### config.mk
export PLATFORM = sky130hd
export DESIGN_NAME = pc_unit
export DESIGN_NICKNAME = d
export VERILOG_FILES = /design/src/rtl/pc_unit.sv
export SDC_FILE = /design/constraint.sdc
export NUM_CORES = 1
export LEC_CHECK = 0
export CAP_MARGIN = 40
export CORE_MARGIN = 3
export CORE_UTILIZATION = 35
export DETAILED_ROUTE_END_ITERATION = 7
export GPL_TIMING_DRIVEN = 0
export RECOVER_POWER = 25
export SYNTH_ARGS = -nofsm -noshare
export SYNTH_HDL_FRONTEND = slang
export SYNTH_SLANG_ARGS = --single-unit
### constraint.sdc
create_clock -name CLK -period 3.5 [get_ports CLK]
set_clock_uncertainty 0.1 [all_clocks]
set_input_delay 0.525 -clock CLK [delete_from_list [all_inputs] [get_ports CLK]]
set_output_delay 0.525 -clock CLK [all_outputs]
set_load 0.005 [all_outputs]
### src/rtl/pc_unit.sv
// -----------------------------------------------------------------------------
// pc_unit : program-counter stage for the pipelined RISC-V core.
//
// Produces the fetch address every cycle. The PC advances sequentially by INC,
// or jumps to a branch/jump target or to the trap vector. Every update honours
// the memory stall. A redirect that arrives during a stall is buffered and
// applied on the first unstalled edge, so no redirect is lost.
//
// Parameters
//   WIDTH         PC width in bits (at most 32)
//   RESET_VECTOR  PC loaded by reset (low WIDTH bits used)
//   TRAP_VECTOR   trap handler address (low WIDTH bits used)
//   INC           sequential increment in bytes
//
// Ports
//   CLK               clock; all state changes on posedge
//   RESET             synchronous, active-low reset
//   BUSYWAIT          memory stall; the PC holds while high
//   BRANCH_EN         branch/jump taken this cycle
//   BRANCH_TARGET     redirect target; bit 0 is forced to 0 on use
//   TRAP_EN           trap/exception redirect to TRAP_VECTOR
//   PC                current fetch address (registered)
//   PC_PLUS_INC       PC + INC modulo 2^WIDTH (combinational from PC)
//   PC_VALID          PC is a valid fetch address (registered)
//   REDIRECT_PENDING  a redirect is buffered until the stall releases
// -----------------------------------------------------------------------------
module pc_unit #(
  parameter int          WIDTH        = 32,
  parameter logic [31:0] RESET_VECTOR = 32'h0000_0000,
  parameter logic [31:0] TRAP_VECTOR  = 32'h0000_0100,
  parameter int          INC          = 4
) (
  input  logic             CLK,
  input  logic             RESET,
  input  logic             BUSYWAIT,
  input  logic             BRANCH_EN,
  input  logic [WIDTH-1:0] BRANCH_TARGET,
  input  logic             TRAP_EN,
  output logic [WIDTH-1:0] PC,
  output logic [WIDTH-1:0] PC_PLUS_INC,
  output logic             PC_VALID,
  output logic             REDIRECT_PENDING
);

  localparam logic [WIDTH-1:0] RESET_PC   = WIDTH'(RESET_VECTOR);
  localparam logic [WIDTH-1:0] TRAP_PC    = WIDTH'(TRAP_VECTOR);
  localparam logic [WIDTH-1:0] INC_W      = WIDTH'(INC);
  // Clears bit 0 so a redirect target is always halfword aligned.
  localparam logic [WIDTH-1:0] ALIGN_MASK = ~WIDTH'(1);

  typedef enum logic [1:0] {
    BOOT = 2'd0,  // first cycle after reset; the PC is not yet valid
    RUN  = 2'd1,  // normal operation, nothing buffered
    HOLD = 2'd2   // stalled with a redirect buffered
  } state_t;

  state_t           state, state_nx;
  logic [WIDTH-1:0] pc_q, pc_nx;
  logic             valid_q, valid_nx;
  logic             pending_q, pending_nx;
  logic [WIDTH-1:0] pend_tgt, pend_tgt_nx;
  logic             pend_trap, pend_trap_nx;

  logic [WIDTH-1:0] live_tgt;
  logic [WIDTH-1:0] seq_pc;

  assign live_tgt = BRANCH_TARGET & ALIGN_MASK;
  // The sum is truncated to WIDTH bits, so it wraps with no carry out.
  assign seq_pc   = pc_q + INC_W;

  // ---------------------------------------------------------------------------
  // Next-state and next-output logic
  // ---------------------------------------------------------------------------
  always_comb begin
    // NOTE: every target gets a hold value before the case statement. A path
    // that forgets an assignment then keeps the register value and does not
    // infer a latch.
    state_nx     = state;
    pc_nx        = pc_q;
    valid_nx     = valid_q;
    pending_nx   = pending_q;
    pend_tgt_nx  = pend_tgt;
    pend_trap_nx = pend_trap;

    case (state)
      BOOT: begin
        // Stall and redirect inputs are ignored. The PC stays at the reset
        // vector and becomes valid.
        state_nx = RUN;
        valid_nx = 1'b1;
      end

      RUN: begin
        if (!BUSYWAIT) begin
          if (TRAP_EN)        pc_nx = TRAP_PC;
          else if (BRANCH_EN) pc_nx = live_tgt;
          else                pc_nx = seq_pc;
        end else if (TRAP_EN) begin
          // A trap outranks any branch taken in the same cycle. Only the trap
          // flag is recorded.
          pend_trap_nx = 1'b1;
          pending_nx   = 1'b1;
          state_nx     = HOLD;
        end else if (BRANCH_EN) begin
          pend_tgt_nx  = live_tgt;
          pend_trap_nx = 1'b0;
          pending_nx   = 1'b1;
          state_nx     = HOLD;
        end
      end

      HOLD: begin
        if (BUSYWAIT) begin
          pending_nx = 1'b1;
          // A trap flag is sticky. A later branch only replaces the target,
          // and the most recent branch wins.
          if (TRAP_EN)   pend_trap_nx = 1'b1;
          if (BRANCH_EN) pend_tgt_nx  = live_tgt;
        end else begin
          if (TRAP_EN || pend_trap) pc_nx = TRAP_PC;
          else if (BRANCH_EN)       pc_nx = live_tgt;
          else                      pc_nx = pend_tgt;
          pending_nx   = 1'b0;
          pend_trap_nx = 1'b0;
          pend_tgt_nx  = '0;
          state_nx     = RUN;
        end
      end

      default: begin
        // An unreachable encoding recovers through BOOT, and nothing is
        // buffered on the way.
        state_nx     = BOOT;
        pc_nx        = RESET_PC;
        valid_nx     = 1'b0;
        pending_nx   = 1'b0;
        pend_tgt_nx  = '0;
        pend_trap_nx = 1'b0;
      end
    endcase
  end

  // ---------------------------------------------------------------------------
  // State registers. Reset is synchronous and overrides every other input,
  // including in HOLD, so a buffered redirect is discarded.
  // ---------------------------------------------------------------------------
  always_ff @(posedge CLK) begin
    // NOTE: non-blocking assignments make every register sample values from
    // before the edge, so the order of these statements does not matter.
    if (!RESET) begin
      state     <= BOOT;
      pc_q      <= RESET_PC;
      valid_q   <= 1'b0;
      pending_q <= 1'b0;
      pend_tgt  <= '0;
      pend_trap <= 1'b0;
    end else begin
      state     <= state_nx;
      pc_q      <= pc_nx;
      valid_q   <= valid_nx;
      pending_q <= pending_nx;
      pend_tgt  <= pend_tgt_nx;
      pend_trap <= pend_trap_nx;
    end
  end

  assign PC               = pc_q;
  assign PC_PLUS_INC      = seq_pc;
  assign PC_VALID         = valid_q;
  assign REDIRECT_PENDING = pending_q;

endmodule

# --- Word level (Yosys, flattened, before mapping) ---
# Index checks and enable logic that the tools add are counted.
# Widths: inputs -> output; s select.
totals:
  reg_bits: 69
  ramBits: 0
  latchBits: 0
  memories: 0
  inputBits: 37
  elab_cells: 52
  rom_bits: 0
classes:
  div_mod_pow: 0
  n_eq_ne: 8
  n_bitwise: 1
  n_shift: 0
  n_addsub: 1
  n_reduce_logical: 8
  muxes: 28
  magnitude_cmp: 0
  multipliers: 0
op_table:
  columns: ["operator", "count"]
  rows:
  - ["$mux 32", 9]
  - ["$pmux 32 s3", 2]
  - ["$add 32x3->32 const B", 1]
  - ["$reduce_and 3->1", 4]
  - ["$mux 1", 9]
  - ["$mux 2", 4]
  - ["$ne 2x2->1 const B", 4]
  - ["$ne 3x3->1 const B", 2]
  - ["$pmux 1 s3", 2]
  - ["$pmux 2 s3", 1]
  - ["$reduce_and 4->1", 1]
  - ["$eq 2x1->1 const B", 1]
  - ["$eq 2x2->1 const B", 1]
  - ["$logic_not 2->1", 1]
  - ["$pmux 1 s2", 1]
  - ["$reduce_or 2->1", 1]
  - ["$logic_or 1x1->1", 1]
  - ["$not 1->1", 1]

# --- Depth between registers and ports, before layout ---
# Gate-level depths: netlist of the first run.
depth:
  ltp_word: 5
  ltp_mapped: 9
  mapped_depth_nobuf: 7

# --- Worst setup path before layout of the first run ---
# OpenSTA, ideal clock, no wires.
synth_timing:
  path_type: "register -> output"
  from: "reg pc_q[2] (netlist: PC[2])"
  to: "out PC_PLUS_INC[28]"
  slack_ns: 1.166
  t_arrival_ns: 1.709
  path_stages_with_launch: 7
  path_buffers: 1
  cell_sequence: "dfxtp_1 > ha_1 > and3_1 > clkbuf_1 > nand2_1 > nor4_1 > xnor2_1"
synth_between:
  elab_chain_cells: 1
synth_lines:
  columns: ["element", "line_no", "text"]
  rows:
  - ["start: declaration", "58", "logic [WIDTH-1:0] pc_q, pc_nx;"]
  - ["start signal: assignment", "159", "pc_q <= pc_nx;"]
  - ["$add 32x3->32", "69", "assign seq_pc = pc_q + INC_W;"]
  - ["end: declaration", "40", "output logic [WIDTH-1:0] PC_PLUS_INC,"]
# Every way passes these cells.

# --- Final worst setup path of the first run ---
layout_timing:
  from: "reg pc_q[5] (netlist: PC[5])"
  to: "out PC_PLUS_INC[29]"
# Same word-level chain as after synthesis.

==> results of run 1 <==
registers in the layout, indices dropped and copies added (netlist names):
name	cells
PC_VALID	1
pend_trap	1
pend_tgt	32
PC	32
REDIRECT_PENDING	1
state	2
layout make-up:
class	count	area (um2)	share of cell area, %
flip-flops and latches	69	1390	26.0
repair buffers	103	1030	19.2
clock buffers	13	149	2.79
well taps	136	170	3.19
multi-input cells	358	2350	44.0
inverters	13	48.8	0.914
plain buffers	38	165	3.09
clock inverters	3	45.0	0.844
critical path: cells and delay by family (launching register included):
| family | cells | cell delay (ns) |
|---|---|---|
| DFF | 1 | 0.42 |
| buffers and inverters | 2 | 0.73 |
| xor gates and xnor gates | 1 | 0.17 |
| and+or+nand+nor | 3 | 1.08 |
through the flow:
step	instance area (um2)	worst slack (ns)	util, %	power, mW	hold WS [ns]
finish	5340	0.118	50.3	2.04	0.391
global route	5340	0.00545	50.3	2.11	0.407
CTS	5310	0.0146	50.0	2.04	0.388
detailed placement	5080	0.240	47.9	1.38	0.371
global placement	5080	0.254	47.9	1.37	0.369
floorplan	3900	1.17	-	1.15	0.352
kinds of logic after synthesis:
group,count (synthesis),synth area share (%)
compound gates,156,28.3
fa+ha+maj,5,1.60
buf+inv,52,5.58
mux,3,0.802
flops,69,35.4
simple gates,167,22.3
xor+xnor,27,6.06
what timing repair did:
action                                  4_1_cts  5_1_grt
resized for setup                             3       10
hold endpoints to repair                      0        0
endpoints found under the setup margin        4        8
pin swaps                                     1        1
buffers inserted                              2        0
metal layers:
| metal | part of all wire (%) | vias to the layer above | routed length (um) |
|---|---|---|---|
| met5 | 0 | - | 0 |
| met4 | 2.0 | 0 | 281 |
| met3 | 8.6 | 28 | 1220 |
| met2 | 45 | 231 | 6380 |
| met1 | 45 | 2022 | 6330 |
| li1 | - | 2015 | - |
power by group:
part	internal, mW	switching [mW]	total, mW
Sequential	0.811	0.0241	0.835
Clock	0.350	0.321	0.671
Combinational	0.186	0.347	0.533
worst paths after layout:
| path | startpoint | end |
|---|---|---|
| worst max-delay path | PC[5]$_SDFFE_PN0P_ | PC_PLUS_INC[29] |
| worst min-delay path | pend_tgt[0]$_SDFFE_PN0P_ | pend_tgt[0]$_SDFFE_PN0P_ |
| worst max register to register | state[1]$_SDFFE_PN0P_ | pend_tgt[23]$_SDFFE_PN0P_ |
| worst min register to register | pend_tgt[0]$_SDFFE_PN0P_ | pend_tgt[0]$_SDFFE_PN0P_ |
cells in the final DEF (no fill, tap or decap), types with 5 or more instances in the layout:
cell type / count
sky130_fd_sc_hd__clkbuf_8: 10
sky130_fd_sc_hd__inv_1: 12
sky130_fd_sc_hd__dfxtp_1: 64
sky130_fd_sc_hd__clkdlybuf4s50_1: 74
sky130_fd_sc_hd__xor2_1: 9
sky130_fd_sc_hd__nand2_1: 23
sky130_fd_sc_hd__nor2_1: 61
sky130_fd_sc_hd__xnor2_1: 18
sky130_fd_sc_hd__a31oi_1: 5
sky130_fd_sc_hd__dfxtp_2: 5
sky130_fd_sc_hd__nand2b_1: 7
sky130_fd_sc_hd__o21ai_0: 34
sky130_fd_sc_hd__nor2b_1: 5
sky130_fd_sc_hd__nor3_1: 9
sky130_fd_sc_hd__nand4_1: 10
sky130_fd_sc_hd__clkbuf_1: 31
sky130_fd_sc_hd__a22oi_1: 48
sky130_fd_sc_hd__a21oi_1: 18
sky130_fd_sc_hd__a22o_1: 9
sky130_fd_sc_hd__and4_1: 8
sky130_fd_sc_hd__dlygate4sd3_1: 27
sky130_fd_sc_hd__ha_1: 5
sky130_fd_sc_hd__nand3_1: 12
==> impl_metrics.env, run 1 <==
export IMPL_yosys_area_top_type="sky130_fd_sc_hd__dfxtp_1"
export IMPL_synth_async_reset_ratio_pct=0
export IMPL_worstSkewPairLatency_ns=0.37
export IMPL_area_growth_synth_to_final_pct=36.9
export IMPL_grt_pass1_wl_mm=22.2
export IMPL_antenna_violations_before_repair=0
export IMPL_grt_use_met1_pct=31.4
export IMPL_ctsRootBufferMaster="sky130_fd_sc_hd__clkbuf_8"
export IMPL_placed_cells=716
export IMPL_clockBufferDepth=2
export IMPL_route_antenna_remaining_nets=0
export IMPL_grt_start_max_net_pins=12
export IMPL_core_um2=10600
export IMPL_track_usage_pct=22.2
export IMPL_final_layout_size_suffix_gt1_share_pct=7.20
export IMPL_timing_final_crit_period_ns=3.38
export IMPL_finish_cell_count_without_fillers=733
export IMPL_unrepaired_setup_endpoints_after_global_routing="no"
export IMPL_timing_hold_worst_class="flip-flop to flip-flop"
export IMPL_cts_tree="done"
export IMPL_initialDrtViolationCount=362
export IMPL_cellLeakagePower_nw=1.94
export IMPL_syn_nets=521
export IMPL_critPathCaptureType="output port"
export IMPL_remaining_drc_errors=0
export IMPL_slowest_delay_ns=0.62
export IMPL_h_tree_depth=3
export IMPL_synth_enable_flop_cells=0
export IMPL_worst_slew_margin_rel_pct=49.0
export IMPL_hold_viol=0
export IMPL_nets=634
export IMPL_synth_lib_cells_used_distinct=60
export IMPL_post_drt_wl_per_cell_um=19.4
export IMPL_period_share_pct=96.6
export IMPL_start_util_pct=36.8
export IMPL_total_wire_length_mm=14.2
export IMPL_postCtsHoldBufs=0
export IMPL_syn_instance_count=479
export IMPL_synth_commonest_cells="69 x sky130_fd_sc_hd__dfxtp_1, 61 x sky130_fd_sc_hd__nor2_1, 48 x sky130_fd_sc_hd__a22oi_1, 34 x sky130_fd_sc_hd__o21ai_0, 29 x sky130_fd_sc_hd__clkbuf_1"
export IMPL_critical_path_max_fanout=10
export IMPL_first_global_vias=4056
export IMPL_floorplan_die_height_um=112
export IMPL_design_die_area_um2=12400
export IMPL_total_of_flip_flops_plus_latches_after_synthesis=69
export IMPL_min_delay_path_depth=1
export IMPL_place_congestion=0.881
export IMPL_hpwl_mm=10.3
export IMPL_ys_warnings_count=0
export IMPL_outcome="complete, no violations"
export IMPL_cp_cell_sequence="and4_1 -> buf_2 -> nand4_4 -> or4_4 -> xnor2_1 -> clkdlybuf4s50_1"
export IMPL_criticalPathCategory="flip-flop to output port"
export IMPL_synth_top_cell_area_share_pct=35.4
export IMPL_nFillCells=1042
export IMPL_synth_seq_area_share_pct=35.4
export IMPL_detailroute_via_count=4296
export IMPL_insertedDiodeCount=0
export IMPL_grt_use_met3_pct=5.11
export IMPL_synth_top_cells_by_area="sky130_fd_sc_hd__dfxtp_1 35%, sky130_fd_sc_hd__a22oi_1 9.2%, sky130_fd_sc_hd__nor2_1 5.9%"
export IMPL_worstPathArrival_ns=2.76
export IMPL_worst_path_max_delay_cell="sky130_fd_sc_hd__or4_4"
export IMPL_fp_dieW_um=112
export IMPL_dr_pass1_iters=5
export IMPL_worst_r2r_path_depth=8
export IMPL_setup_total_negative_slack_ns=0
export IMPL_synthesis_area_um2=3900
export IMPL_worstSetupStartpointType="flip-flop"
export IMPL_via_per_inst=5.86
export IMPL_tightest_slew_ns=0.762
export IMPL_report_final_setup_viol=0
export IMPL_drv_cap=0
export IMPL_final_max_slew_violation_count=0
export IMPL_floorplan_rows=37
export IMPL_post_synth_top_count_cell="sky130_fd_sc_hd__dfxtp_1"
export IMPL_synth_ff_type="sky130_fd_sc_hd__dfxtp_1"
export IMPL_critPathRequiredTime_ns=2.87
export IMPL_syn_area_per_cell_um2=8.14
export IMPL_pin_count=103
export IMPL_timing_reg2reg_setup_slack_ns=0.50
export IMPL_irDropWorstVdd_mv=0.277
export IMPL_grt_overflow_total=0
export IMPL_top_usage_layer="met2"
export IMPL_power_per_cell_area_nw_per_um2=382
export IMPL_cts_num_sinks=69
export IMPL_timing_fmax_mhz=296
export IMPL_clock_buffer_count_from_cts=9
export IMPL_clkTransAtPathRegs_ns=0.08
export IMPL_buffer_ports_inserted=101
export IMPL_grtUsageMet2_pct=33.9
Note: power is estimated with default switching activity, not from simulation.
==> inputs of run 2 (changes only) <==
--- a/config.mk
+++ b/config.mk
@@ -8,6 +8,7 @@
 export CAP_MARGIN = 40
 export CORE_MARGIN = 3
 export CORE_UTILIZATION = 35
+export CTS_CLUSTER_DIAMETER = 150
 export DETAILED_ROUTE_END_ITERATION = 7
 export GPL_TIMING_DRIVEN = 0
 export RECOVER_POWER = 25
==> results of run 2 <==
Same layout as run 1: the final DEF is identical, and so are final timing and power.
